**config.mk**
```make
export PLATFORM = sky130hd
export DESIGN_NAME = fetch_queue_stage
export DESIGN_NICKNAME = d
export VERILOG_FILES = /design/src/rtl/fetch_pkg.sv /design/src/rtl/sync_fifo.sv /design/src/rtl/fetch_queue_stage.sv
export SDC_FILE = /design/constraint.sdc
export NUM_CORES = 1
export LEC_CHECK = 0
export ABC_AREA = 1
export BUFFER_PORTS_ARGS = -buffer_cell sky130_fd_sc_hd__buf_2
export CAP_MARGIN = 15
export CORE_MARGIN = 10
export CORE_UTILIZATION = 38
export CTS_CLUSTER_DIAMETER = 80
export DETAILED_ROUTE_END_ITERATION = 10
export PLACE_DENSITY = 0.6
export RECOVER_POWER = 25
export REMOVE_ABC_BUFFERS = 1
export SYNTH_ARGS = -nofsm -noshare
export SYNTH_HDL_FRONTEND = slang
export SYNTH_SLANG_ARGS = --single-unit
export TNS_END_PERCENT = 100
```
**constraint.sdc**
```tcl
create_clock -name clk_i -period 5.4 [get_ports clk_i]
set_input_delay 0.81 -clock clk_i [delete_from_list [all_inputs] [get_ports clk_i]]
set_output_delay 0.81 -clock clk_i [all_outputs]
set_load 0.02 [all_outputs]
```
**src/rtl/fetch_pkg.sv**
```systemverilog
// Shared types and constants for the fetch stage and its instruction queue.
package fetch_pkg;

  localparam int XLEN       = 32;
  localparam int INSN_BYTES = 4;

  typedef enum logic [1:0] {
    IDLE = 2'd0,
    REQ  = 2'd1,
    DROP = 2'd2
  } getir_durum_t;

  typedef struct packed {
    logic [XLEN-1:0] ps;
    logic [XLEN-1:0] buyruk;
  } getir_kayit_t;

endpackage

```
**src/rtl/sync_fifo.sv**
```systemverilog
// Synchronous FIFO with occupancy count. Clear wins over push and pop.
// Push at full is accepted only when a pop happens in the same cycle.
module sync_fifo #(
  parameter int WIDTH = 64,
  parameter int DEPTH = 4,
  localparam int AW = $clog2(DEPTH),
  localparam int CW = AW + 1
) (
  input  logic             clk_i,
  input  logic             rst_ni,
  input  logic             push_i,
  input  logic [WIDTH-1:0] data_i,
  input  logic             pop_i,
  input  logic             clear_i,
  output logic [WIDTH-1:0] data_o,
  output logic             full_o,
  output logic             empty_o,
  output logic [CW-1:0]    count_o
);

  logic [WIDTH-1:0] mem_q [DEPTH];
  logic [AW-1:0]    wr_q, rd_q;
  logic [CW-1:0]    count_q;
  logic             do_push, do_pop;

  assign full_o  = (count_q == CW'(DEPTH));
  assign empty_o = (count_q == '0);
  assign count_o = count_q;
  assign do_pop  = pop_i & ~empty_o;
  assign do_push = push_i & (~full_o | do_pop);
  assign data_o  = mem_q[rd_q];

  // Pointer and occupancy bookkeeping; pointers wrap since DEPTH is a power of two.
  always_ff @(posedge clk_i or negedge rst_ni) begin
    if (!rst_ni) begin
      wr_q    <= '0;
      rd_q    <= '0;
      count_q <= '0;
    end else if (clear_i) begin
      wr_q    <= '0;
      rd_q    <= '0;
      count_q <= '0;
    end else begin
      if (do_push) wr_q <= wr_q + AW'(1);
      if (do_pop)  rd_q <= rd_q + AW'(1);
      count_q <= count_q + CW'(do_push) - CW'(do_pop);
    end
  end

  // Entry storage; contents are only meaningful while counted, so no reset.
  always_ff @(posedge clk_i) begin
    if (do_push && !clear_i) mem_q[wr_q] <= data_i;
  end

endmodule

```
**src/rtl/fetch_queue_stage.sv**
```systemverilog
// Fetch stage: one outstanding I-cache request at a time, responses queued
// for decode. Taken branches flush the queue and squash an in-flight fetch
// (DROP waits out the old request before fetching at the target).
// Optional macro FETCH_BYPASS_EN: a response arriving while the queue is
// empty and decode is ready goes straight to decode in the same cycle.
// XLEN is expected to match fetch_pkg::XLEN (queue entry layout).
module fetch_queue_stage
  import fetch_pkg::*;
#(
  parameter int              XLEN       = fetch_pkg::XLEN,
  parameter logic [XLEN-1:0] RESET_PC   = '0,
  parameter int              FIFO_DEPTH = 4
) (
  input  logic            clk_i,
  input  logic            rst_i,
  output logic            bellek_istek_o,
  output logic [XLEN-1:0] bellek_ps_o,
  input  logic            bellek_gecerli_i,
  input  logic [XLEN-1:0] bellek_deger_i,
  input  logic            coz_bos_i,
  output logic            coz_buyruk_gecerli_o,
  output logic [XLEN-1:0] coz_buyruk_o,
  output logic [XLEN-1:0] coz_ps_o,
  input  logic [XLEN-1:0] yurut_ps_i,
  input  logic            yurut_ps_gecerli_i,
  input  logic            yurut_atladi_i
);

  localparam int              CW   = $clog2(FIFO_DEPTH) + 1;
  localparam int              SW   = CW + 1;
  localparam logic [XLEN-1:0] ADIM = XLEN'(INSN_BYTES);

  getir_durum_t    durum_q, durum_d;
  logic [XLEN-1:0] ps_q, ps_d;
  logic [XLEN-1:0] eski_ps_q, eski_ps_d;
  logic [XLEN-1:0] hedef;
  logic            yonlendir, yanit, atla, itme, cekme, oda;
  logic            fifo_dolu, fifo_bos;
  logic [CW-1:0]   fifo_sayi;
  logic [SW-1:0]   sayi_sonra;
  getir_kayit_t    giris_kayit, bas_kayit;

  assign yonlendir = yurut_ps_gecerli_i & yurut_atladi_i;
  assign hedef     = {yurut_ps_i[XLEN-1:2], 2'b00};
  assign yanit     = (durum_q == REQ) & bellek_gecerli_i;

`ifdef FETCH_BYPASS_EN
  assign atla = yanit & fifo_bos & coz_bos_i & ~yonlendir;
`else
  assign atla = 1'b0;
`endif

  assign itme  = yanit & ~yonlendir & ~atla;
  assign cekme = ~fifo_bos & coz_bos_i & ~yonlendir;

  // Room after this cycle's push/pop decides whether to keep requesting.
  assign sayi_sonra = {1'b0, fifo_sayi} + SW'(itme) - SW'(cekme);
  assign oda = (durum_q == REQ) ? (sayi_sonra < SW'(FIFO_DEPTH)) : (~fifo_dolu | cekme);

  assign giris_kayit = '{ps: ps_q, buyruk: bellek_deger_i};

  sync_fifo #(
    .WIDTH($bits(getir_kayit_t)),
    .DEPTH(FIFO_DEPTH)
  ) u_kuyruk (
    .clk_i  (clk_i),
    .rst_ni (rst_i),
    .push_i (itme),
    .data_i (giris_kayit),
    .pop_i  (cekme),
    .clear_i(yonlendir),
    .data_o (bas_kayit),
    .full_o (fifo_dolu),
    .empty_o(fifo_bos),
    .count_o(fifo_sayi)
  );

  // Fetch FSM state, next fetch pc and the address of a squashed request.
  always_ff @(posedge clk_i or negedge rst_i) begin
    if (!rst_i) begin
      durum_q   <= IDLE;
      ps_q      <= RESET_PC;
      eski_ps_q <= RESET_PC;
    end else begin
      durum_q   <= durum_d;
      ps_q      <= ps_d;
      eski_ps_q <= eski_ps_d;
    end
  end

  // Next-state logic; a taken branch overrides the normal transitions.
  always_comb begin
    durum_d   = durum_q;
    ps_d      = ps_q;
    eski_ps_d = eski_ps_q;
    unique case (durum_q)
      IDLE: if (oda) durum_d = REQ;
      REQ: begin
        if (bellek_gecerli_i) begin
          ps_d    = ps_q + ADIM;
          durum_d = oda ? REQ : IDLE;
        end
      end
      DROP:    if (bellek_gecerli_i) durum_d = REQ;
      default: durum_d = IDLE;
    endcase
    if (yonlendir) begin
      ps_d = hedef;
      if (durum_q == REQ && !bellek_gecerli_i) begin
        durum_d   = DROP;
        eski_ps_d = ps_q;
      end else if (durum_q == DROP && !bellek_gecerli_i) begin
        durum_d = DROP;
      end else begin
        durum_d = REQ;
      end
    end
  end

  assign bellek_istek_o = (durum_q != IDLE);
  assign bellek_ps_o    = (durum_q == DROP) ? eski_ps_q : ps_q;

  // Decode-side view: queue head, zeroed when empty, or the bypassed response.
  always_comb begin
    coz_buyruk_gecerli_o = ~fifo_bos;
    coz_ps_o             = fifo_bos ? '0 : bas_kayit.ps;
    coz_buyruk_o         = fifo_bos ? '0 : bas_kayit.buyruk;
    if (atla) begin
      coz_buyruk_gecerli_o = 1'b1;
      coz_ps_o             = ps_q;
      coz_buyruk_o         = bellek_deger_i;
    end
  end

endmodule

```
; ---- Yosys cells after proc, flatten, opt, wreduce, memory -nomap -nowiden
; Memories as Yosys holds them, arrays and structs flattened.
; Cells that the tools add are included.
[word_totals]
word_cells = 70
out_inout_bits = 98
mem_bits_rw = 256
n_memories = 1
register_bits = 73
[classes]
eq_ne = 6
n_bitwise = 12
reduce_logical = 15
addsub = 7
magnitude_cmp = 1
muxes = 22
[mem_list]
columns = name, depth, word_bits, rd, rd_ports_with_merged_regs, wr, line_no
row1 = u_kuyruk.mem_q, 4, 64, 1, 0, 1, sync_fifo.sv:21  ; logic [WIDTH-1:0] mem_q [DEPTH];
[ops]
columns = op, count
row1 = two-way mux 32 bit, 6
row2 = adder 32 x 3 -> 32 bit (second input constant), 1
row3 = two-way mux 2 bit, 10
row4 = nonzero test 2 bit, 5
row5 = != test 3 x 2 -> 1 bit (second input constant), 3
row6 = AND 1 bit, 7
row7 = one-hot mux 2 bit (3 select lines), 1
row8 = adder 2 x 1 -> 2 bit (second input constant), 2
row9 = adder 3 x 1 -> 4 bit, 1
row10 = less-than comparator 4 x 3 -> 1 bit (second input constant), 1
row11 = two-way mux 1 bit, 4
row12 = AND reduction 2 bit, 2
row13 = subtractor 4 x 1 -> 4 bit, 1
row14 = adder 3 x 1 -> 3 bit, 1
row15 = equality test 3 bit (second input constant), 1
row16 = logical AND 1 bit, 3
row17 = logical NOT 3 bit, 1
row18 = two-way mux 3 bit, 1
row19 = inverter 1 bit, 3
row20 = AND reduction 3 bit, 1
row21 = subtractor 3 x 1 -> 3 bit, 1
row22 = equality test 2 x 1 -> 1 bit (second input constant), 1
row23 = equality test 2 bit (second input constant), 1
row24 = logical NOT 1 bit, 2
row25 = 2 further kinds, 3

; ---- Logic depth before layout (Yosys ltp)
; Gate-level depths: netlist of the first run.
[depth]
depth_word = 11
depth_mapped = 16

; ---- Hierarchy
; From an unflattened synthesis of the first run, not the netlist that was laid out.
[unflattened]
hier_cells = 1383
hier_area_um2 = 14594.0
[by_module_without_submodules]
columns = module, cells_each, area_per_inst_um2, instances
row1 = sync_fifo, 681, 10164.7, 1
row2 = fetch_queue_stage, 702, 4429.2, 1

; ---- Worst setup path before layout of the first run
; OpenSTA, ideal clock, no wires.
[synth_path]
path_type = input port to flip-flop
from = input port yurut_ps_gecerli_i
to = memory u_kuyruk.mem_q[0][0] (enable)
path_buffers = 0
cell_stages = 5
slack_ns = 0.898
t_required_ns = 4.918
arrival_ns = 4.020
path_cell_list = nand2_2 > inv_2 > nor2_4 > nand2_1 > nor2_1
[synth_via]
elab_chain_len = 9
[synth_rtl]
columns = element, line_no
row1 = start: declaration, fetch_queue_stage.sv:25  ; input logic yurut_ps_gecerli_i,
row2 = AND 1 bit *, fetch_queue_stage.sv:43  ; assign yonlendir = yurut_ps_gecerli_i & yurut_atladi_i;
row3 = inverter 1 bit, "fetch_queue_stage.sv:53, fetch_queue_stage.sv:54"
row4 = AND 1 bit, fetch_queue_stage.sv:54  ; assign cekme = ~fifo_bos & coz_bos_i & ~yonlendir;
row5 = AND 1 bit, sync_fifo.sv:29  ; assign do_pop = pop_i & ~empty_o;
row6 = OR 1 bit, sync_fifo.sv:30  ; assign do_push = push_i & (~full_o | do_pop);
row7 = AND 1 bit, sync_fifo.sv:30
row8 = logical AND 1 bit *, sync_fifo.sv:52  ; if (do_push && !clear_i) mem_q[wr_q] <= data_i;
row9 = two-way mux 1 bit *, sync_fifo.sv:52
row10 = two-way mux 1 bit (not written as such) *, sync_fifo.sv:52
row11 = end: declaration, sync_fifo.sv:21
; Mark *: on every way between the ends. The rest lies on a longest branch, timed or not.

; ---- Worst setup path after layout of the first run
[layout_path]
from = register u_kuyruk.rd_q[0]
to = output port coz_ps_o[5]
[layout_via]
elab_chain_len = 2
[layout_rtl]
columns = element, line_no
row1 = start: declaration, sync_fifo.sv:22  ; logic [AW-1:0] wr_q, rd_q;
row2 = start signal: assignment, sync_fifo.sv:45  ; if (do_pop) rd_q <= rd_q + AW'(1);
row3 = memory read (4 x 64 bit), --
row4 = two-way mux 32 bit, fetch_queue_stage.sv:126  ; coz_ps_o = fifo_bos ? '0 : bas_kayit.ps;
row5 = end: declaration, fetch_queue_stage.sv:23  ; output logic [XLEN-1:0] coz_ps_o,
; No other way between the ends.

==> flow_summary.yaml, run 1 <==
placement:
  gp_congestion: 0.8154
  hpwl_mm: 22.17
  io_buffers: 161
  dp_cells: 1917
logic_synthesis:
  synthDistinctLibCells: 32
  synth.area.top_cells: "edfxtp_1, dfrtp_1, nor2_1"
  synthCells: 1347
  avgSynthCellArea_um2: 10.30
  synth_edf_count: 248
  synth_area_leader_cell: "edfxtp_1"
  async_flop_share_pct: 21.77
  yosys_warnings: 0
  netlist_area_um2: 13870
  ys_ff_latch: 317
  synth_top_area_share_pct: 53.69
  ys.flop_type: "edfxtp_1"
  ys_seq_area_share_pct: 66.14
global_route:
  grt_use_total_pct: 15.66
  grt_overflow: 0
  antenna_found_initial: 0
  grt_pass1_vias: 9771
  grt_max_degree: 71
  grt_pass1_wl_mm: 55.24
routing:
  via_per_inst: 4.986
  routed_wl_mm: 35.19
  wl_per_cell_um: 17.76
  drt_iter0_markers: 629
  final_antenna_net_count: 0
  vias: 9882
  drcViolationCount: 0
  drtPass1Iterations: 5
timing:
  fin_setup_tns_ps: 0
  setup_viol: 0
  fmax_mhz: 254.3
  period_needed_ps: 3932
  fin_crit_sh_pct: 72.81
  worst_pin_slew_ps: 1018
  relSlewSlack_pct: 32.03
  finalMaxSlewViolations: 0
  finalHoldViolCount: 0
  rsz0062_at_grt: "no"
  clock_skew_ps: 19.32
worst_setup_path:
  crit_arrival_ps: 3120
  start_kind: "flop"
  worst_setup_path_end_kind: "output pin"
  worstPathMaxFanout: 57
  reg2reg_slack_ps: 2330
  worst_ep_required_time_ps: 4590
  critPathKind: "flop to output pin"
clock_tree:
  cts_setup_buffers: 0
  h-tree-depth: 2
  postCtsResizedCells: 0
  holdBufCountCts: 0
  clock_sinks: 317
  clk_path_buf_depth: 3
  cts_tree: "built"
  worstSkewPairLatency_ps: 530
  clk_pin_slew_ps: 60
  cts_made_buffers: 36
  clock-root-buffer: "clkbuf_16"
floorplan:
  coreArea_um2: 35830
  die_width_um: 211.1
  die_h_um: 211.1
  die_area_um2: 44540
  placementRows: 69
  start_util_pct: 38.71
  ios: 168
cells_and_area:
  fin_util_pct: 45.10
  layout.cells.non_filler: 1982
  n_antenna_cell: 0
  drive_above_1_share_pct: 16.31
  final_cell_mix: "nor2_1, edfxtp_1, nand2_1, o21ai_0, buf_2"
  fillers: 3375
  layout_commonest_cell: "nor2_1"
  syn_to_final_growth_pct: 16.50
  final_nets: 1575
min_path:
  hold_path_class: "flop to flop"
pwr:
  p_leak_nw: 6.249
  ir_drop_v: 0.0002607
  p_per_area_nw_per_um2: 578.6
  power_mw: 9.349
status:
  outcome: "completed"
job:
  maxCapViolCount: 0
==> critical path, cell delays in order, from the launching register on <==
cell	delay, ps
dfrtp_4	840
clkinv_2	640
buf_4	480
o21ai_0	220
a21oi_1	150
buf_2	240
==> power breakdown <==
part	leakage (nW)	internal [mW]	switching (mW)
clock	0.549	1.35	0.948
combinational	2.58	1.03	2.45
sequential	3.12	3.16	0.416
==> per-stage QoR <==
stage / setup slack, ps / cell area, um^2 / hold WS [ps]
3_3_place_gp: 1258 / 15090 / 467.2
6_report: 1468 / 16160 / 486.2
4_1_cts: 1359 / 16200 / 483.9
3_5_place_dp: 1245 / 15090 / 473.9
2_1_floorplan: 195.0 / 13540 / 453.7
5_1_grt: 1183 / 16160 / 511.8
==> layer usage <==
metal | vias up | GRT usage, % | wire, um
met5 | - | 0 | 0
met4 | 0 | 4.271 | 656
met3 | 49 | 2.953 | 1950
met2 | 241 | 25.60 | 16490
met1 | 4743 | 20.87 | 16090
li1 | 4849 | - | -
==> registers in the layout, indices dropped and copies added, names as in the netlist <==
name	count
u_kuyruk.count_o	3
u_kuyruk.rd_q	2
durum_q	2
u_kuyruk.wr_q	2
ps_q	30
eski_ps_q	30
u_kuyruk.mem_q	248
==> cells by family (layout without fill, tap and decap cells) <==
kind of cell / Yosys count / after routing / synth area share (%)
compound gates: 277 / 277 / 10.17
xor+xnor: 10 / 10 / 0.6314
fa+ha+maj: 11 / 11 / 1.046
buf+inv: 137 / 308 / 4.312
flops: 317 / 317 / 66.14
other cells: 1 / 4 / 0.02704
simple gates: 594 / 594 / 17.68
==> path summary, 6_finish.rpt <==
kind                            cells after the start              endpoint             start
worst min register to register                      2         eski_ps_q[29]     eski_ps_q[29]
worst max-delay path                                5           coz_ps_o[5]  u_kuyruk.rd_q[0]
worst max register to register                      6  u_kuyruk.mem_q[3][9]        durum_q[1]
max in group asynchronous                           2      u_kuyruk.rd_q[0]             rst_i
worst min-delay path                                2         eski_ps_q[29]     eski_ps_q[29]
min in group asynchronous                           2         eski_ps_q[17]             rst_i
==> final cells by class <==
type | count | area [um^2] | area share (%)
well taps | 461 | 576.8 | 3.570
clock buffers | 41 | 940.9 | 5.823
clock inverters | 24 | 167.7 | 1.038
repair buffers | 175 | 895.9 | 5.544
multi-input cells | 896 | 4143 | 25.64
flip-flops and latches | 317 | 9179 | 56.80
inverters | 68 | 256.5 | 1.587
==> Yosys cell counts (11+ instances only) <==
cell type	number
nor2_1	327
buf_2	15
nor2_2	11
a21oi_1	103
buf_4	12
clkbuf_1	38
dfrtp_1	69
inv_1	57
o21ai_0	159
edfxtp_1	248
nand3_1	40
nand2_1	189
Power figures use the tool's default switching activity.
==> inputs of run 2 (changes only) <==
==> constraint.sdc (replaced) <==
create_clock -name clk_i -period 3.7 [get_ports clk_i]
set_input_delay 0.555 -clock clk_i [delete_from_list [all_inputs] [get_ports clk_i]]
set_output_delay 0.555 -clock clk_i [all_outputs]
set_load 0.02 [all_outputs]
==> run 2 against run 1 <==
Against the previous run:
- critical path depth increased by 1
- sequential power increased by 45%
- combinational power grew 49%
- flip-flop and latch count is the same
- power increased by 49%
- via count down 0.77%
- first-iteration DRC count decreased by 4.6%
- clock skew grew 3.9 ps
- sequential share of layout area decreased by 0.52 points
- global-route usage shrank 0.13 points
- critical path type unchanged
- critical endpoint unchanged
- largest cell class unchanged
==> flow_summary.yaml, run 2 (same netlist as run 1, synthesis figures left out) <==
floorplan:
  ios: 168
  coreArea_um2: 35830
  placementRows: 69
  start_util_pct: 38.71
  die_area_um2: 44540
  die_h_um: 211.1
  die_width_um: 211.1
clock_tree:
  clock-root-buffer: "clkbuf_16"
  clk_pin_slew_ps: 60
  clock_sinks: 317
  worstSkewPairLatency_ps: 530
  cts_setup_buffers: 0
  cts_tree: "built"
  clk_path_buf_depth: 3
  h-tree-depth: 2
  holdBufCountCts: 0
  postCtsResizedCells: 0
  cts_made_buffers: 36
worst_setup_path:
  crit_arrival_ps: 2600
  r2r_start: "u_kuyruk.count_o[1]"
  start_kind: "flop"
  reg2reg_slack_ps: 1430
  worst_setup_path_end_kind: "output pin"
  cp_slowest_cell: "dfrtp_4"
  path_cells: "buf_4 -> nor2_1 -> nor2_1 -> o21ai_0 -> a21oi_1 -> buf_2"
  worst_ep_required_time_ps: 3140
  worstPathMaxFanout: 46
  max_stage_delay_ps: 730
  critPathKind: "flop to output pin"
  cp_common_cell: "nor2_1"
  rr_worst_depth: 11
  rr_endpoint: "u_kuyruk.count_o[2]"
cells_and_area:
  layout_commonest_cell: "nor2_1"
  final_cell_mix: "nor2_1, edfxtp_1, nand2_1, o21ai_0, buf_2"
  n_antenna_cell: 0
  top_regs: "u_kuyruk.mem_q: 248 flops, eski_ps_q: 30 flops, ps_q: 30 flops"
  fillers: 3334
  final_area_um2: 16310
  top_register: "u_kuyruk.mem_q"
  final_nets: 1580
  syn_to_final_growth_pct: 17.58
  drive_above_1_share_pct: 16.61
  largest_reg_flops: 248
routing:
  via_per_inst: 4.943
  wl_per_cell_um: 17.73
  drtPass1Iterations: 8
  drt_iter0_markers: 600
  routed_wl_mm: 35.18
  drcViolationCount: 0
  vias: 9806
  final_antenna_net_count: 0
timing:
  relSlewSlack_pct: 25.20
  worst_pin_slew_ps: 1118
  fin_setup_tns_ps: 0
  rsz0062_at_grt: "no"
  whs_ps: 151.2
  finalMaxSlewViolations: 0
  clock_skew_ps: 23.22
  setup_viol: 0
  fin_crit_sh_pct: 85.31
  period_needed_ps: 3157
  fmax_mhz: 316.8
  finalHoldViolCount: 0
global_route:
  grt_util_met3_pct: 3.056
  grt_max_degree: 63
  met1_usage_pct: 20.80
  grt_overflow: 0
  gr-usage-met2_pct: 25.26
  busiest_layer: "met2"
  antenna_found_initial: 0
  grt_pass1_vias: 9403
  grt_pass1_wl_mm: 54.37
  grt_use_total_pct: 15.52
placement:
  gp_congestion: 0.8095
  hpwl_mm: 21.85
  io_buffers: 161
  placed_cell_area_um2: 15180
pwr:
  power_mw: 13.91
  p_leak_nw: 6.314
  p_per_area_nw_per_um2: 852.7
  ir_drop_v: 0.0005533
min_path:
  hold_path_class: "input port to asynchronous set/reset pin"
status:
  outcome: "completed"
job:
  maxCapViolCount: 0
run 2: changes by cell type in the layout (fill, tap and decap cells not counted):
| cell | before | now |
|---|---|---|
| bufinv_16 | 2 | 4 |
| clkinv_8 | 0 | 1 |
| clkbuf_16 | 37 | 38 |
| buf_4 | 12 | 13 |
| buf_12 | 2 | 6 |
| inv_6 | 2 | 0 |
| clkinv_1 | 10 | 5 |
| clkinv_2 | 10 | 8 |
| clkbuf_1 | 36 | 38 |
run 2: area by class of cell:
type / instances / area [um^2] / share of cell area (%)
sequential: 317 / 9179 / 56.28
timing repair buffer: 180 / 983.4 / 6.030
clock inverter: 18 / 197.7 / 1.212
multi-input combinational: 896 / 4143 / 25.40
tap: 461 / 576.8 / 3.537
clock buffer: 44 / 973.4 / 5.969
inverter: 68 / 256.5 / 1.573
run 2: report_power, final:
group	internal (mW)	switching, mW
Combinational	1.57	3.64
Sequential	4.61	0.566
Clock	2.15	1.38
Total	8.32	5.58
run 2: per-stage QoR:
| step | worst slack, ps | utilization (%) | instances |
|---|---|---|---|
| after floorplan | -1250 | - | 1281 |
| after global placement | 1039 | 42.36 | 1922 |
| after detailed placement | 1007 | 42.36 | 1922 |
| after CTS | 489.2 | 45.63 | 1984 |
| after global routing | 308.6 | 45.52 | 1984 |
| final | 543.4 | 45.52 | 1984 |
run 2: worst max-delay path by stage:
stage,startpoint,end,slack [ps],depth (start not counted)
4_1_cts,u_kuyruk.rd_q[0],coz_ps_o[15],490,6
3_3_place_gp,u_kuyruk.rd_q[0],coz_ps_o[15],1040,6
2_1_floorplan,u_kuyruk.rd_q[0],coz_buyruk_o[30],-1250,3
5_1_grt,u_kuyruk.rd_q[0],coz_ps_o[15],310,6
3_5_place_dp,yurut_ps_gecerli_i,u_kuyruk.count_o[2],1010,11
6_report,u_kuyruk.rd_q[0],coz_ps_o[5],540,6
run 2: routing by layer:
layer,wire length (um),vias up
met5,0,-
met1,15800,4649
met3,2239,46
met2,16510,259
li1,-,4852
met4,629,0
run 2: worst max-delay path, delay by kind of cell (launching register included):
family / cells / cell delay (ps)
AOI/OAI and AO/OA: 2 / 350
DFF: 1 / 730
buffers and inverters: 2 / 760
and+or+nand+nor: 2 / 200
==> inputs of run 3 (changes only) <==
--- a/config.mk
+++ b/config.mk
@@ -12,6 +12,7 @@
 export CORE_UTILIZATION = 38
 export CTS_CLUSTER_DIAMETER = 80
 export DETAILED_ROUTE_END_ITERATION = 10
+export GPL_TIMING_DRIVEN = 0
 export PLACE_DENSITY = 0.6
 export RECOVER_POWER = 25
 export REMOVE_ABC_BUFFERS = 1
==> run 3 against run 2 <==
Against the previous run:
- via count is essentially flat
- sequential power about the same
- routed wire length is 0.33% higher
- die area did not move
- power decreased by 1.4%
- clock-buffer cell count decreased by 2
- register-to-register slack got worse by 920 ps
- critical path depth grew 2
- largest cell class unchanged
==> flow_summary.yaml, run 3 (same netlist as run 1, synthesis figures left out) <==
pwr:
  ir_drop_v: 0.0004201
  p_leak_nw: 6.358
  p_per_area_nw_per_um2: 835.3
  power_mw: 13.71
cells_and_area:
  fin_util_pct: 45.81
  largest_reg_flops: 248
  layout_commonest_cell: "nor2_1"
  final_cell_mix: "nor2_1, edfxtp_1, nand2_1, o21ai_0, buf_2"
  top_regs: "u_kuyruk.mem_q: 248 flops, eski_ps_q: 30 flops, ps_q: 30 flops"
  drive_above_1_share_pct: 16.68
  top_register: "u_kuyruk.mem_q"
  final_area_um2: 16410
  layout.cells.non_filler: 1990
  final_nets: 1585
  syn_to_final_growth_pct: 18.33
  n_antenna_cell: 0
global_route:
  grt_max_degree: 126
  gr-usage-met2_pct: 25.90
  antenna_found_initial: 0
  grt_overflow: 0
  grt_util_met3_pct: 3.279
  grt_pass1_vias: 9621
  busiest_layer: "met2"
  grt_use_total_pct: 15.64
  met1_usage_pct: 20.38
  grt_pass1_wl_mm: 54.76
clock_tree:
  clock_sinks: 317
  clk_path_buf_depth: 3
  clock-root-buffer: "clkbuf_16"
  clk_pin_slew_ps: 60
  worstSkewPairLatency_ps: 510
  cts_made_buffers: 36
  h-tree-depth: 2
  cts_tree: "built"
timing:
  finalHoldViolCount: 0
  relSlewSlack_pct: 40.22
  fin_setup_tns_ps: 0
  rsz0062_at_grt: "no"
  layout_setup_ws_ps: 267.7
  whs_ps: 259.6
  worst_pin_slew_ps: 896.7
  clock_skew_ps: 9.405
  finalMaxSlewViolations: 0
  fin_crit_sh_pct: 92.76
  period_needed_ps: 3432
  fmax_mhz: 291.4
  setup_viol: 0
routing:
  drcViolationCount: 0
  drt_iter0_markers: 693
  vias: 9812
  via_per_inst: 4.931
  wl_per_cell_um: 17.74
  final_antenna_net_count: 0
  routed_wl_mm: 35.30
  drtPass1Iterations: 8
worst_setup_path:
  worst_ep_required_time_ps: 3910
  reg2reg_slack_ps: 510
  critPathKind: "input port to flop"
  start_kind: "input port"
  r2r_start: "durum_q[1]"
  worstPathMaxFanout: 37
  crit_arrival_ps: 3640
  rr_worst_depth: 7
  worst_setup_path_end_kind: "flop"
  rr_endpoint: "u_kuyruk.mem_q[0][4]"
placement:
  placed_cell_area_um2: 15230
  gp_congestion: 0.8051
  hpwl_mm: 22.08
  dp_slack_ps: -421.4
  io_buffers: 161
  dp_cells: 1915
floorplan:
  die_area_um2: 44540
  placementRows: 69
  start_util_pct: 38.71
  ios: 168
  die_width_um: 211.1
  coreArea_um2: 35830
  die_h_um: 211.1
job:
  maxCapViolCount: 0
min_path:
  holdPathEnd: "ps_q[23]"
  min_from: "yurut_ps_i[23]"
  holdPathStages: 3
  hold_path_class: "input port to flop"
status:
  outcome: "completed"
## run 3: routing by layer
layer	share of wire (%)	up-vias
met1	45	4647
met4	2.0	0
li1	-	4869
met3	6.0	48
met2	47	248
met5	0	-
## run 3: area by class of cell
| class | instances | area (um^2) |
|---|---|---|
| Clock buffer | 42 | 944.7 |
| Clock inverter | 21 | 153.9 |
| Fill cell | 3320 | 19410 |
| Inverter | 68 | 272.8 |
| Multi-Input combinational cell | 896 | 4143 |
| Sequential cell | 317 | 9181 |
| Tap cell | 461 | 576.8 |
| Timing Repair Buffer | 185 | 1141 |
## run 3: power by group
group	switching, mW	internal (mW)	total [mW]
Combinational	3.60	1.59	5.19
Clock	1.35	1.96	3.32
Sequential	0.593	4.61	5.21
## run 3: worst max path at each step
stage | from | cells after the start | slack [ps] | to
finish | yurut_ps_gecerli_i | 8 | 270 | u_kuyruk.mem_q[0][4]
floorplan | u_kuyruk.rd_q[0] | 3 | -1250 | coz_buyruk_o[30]
global route | yurut_ps_gecerli_i | 8 | 10 | u_kuyruk.mem_q[0][0]
global placement | yurut_ps_gecerli_i | 6 | -4410 | u_kuyruk.mem_q[1][4]
detailed placement | yurut_ps_gecerli_i | 8 | -420 | u_kuyruk.mem_q[1][4]
CTS | yurut_ps_gecerli_i | 8 | 110 | u_kuyruk.mem_q[1][0]
## run 3: critical path: stages
cell,delay (ps)
buf_2,100
nand2_2,320
inv_2,390
nor2_4,620
nand2_1,460
nor2_4,640
buf_12,270
buf_12,220
## run 3: what timing repair did
| action | CTS | global route |
|---|---|---|
| hold buffers | 1 | 0 |
| hold endpoints to repair | 28 | 0 |
| pin swaps | 0 | 3 |
| setup endpoints to repair | 62 | 64 |
| setup buffers | 1 | 9 |
| resized for setup | 1 | 0 |
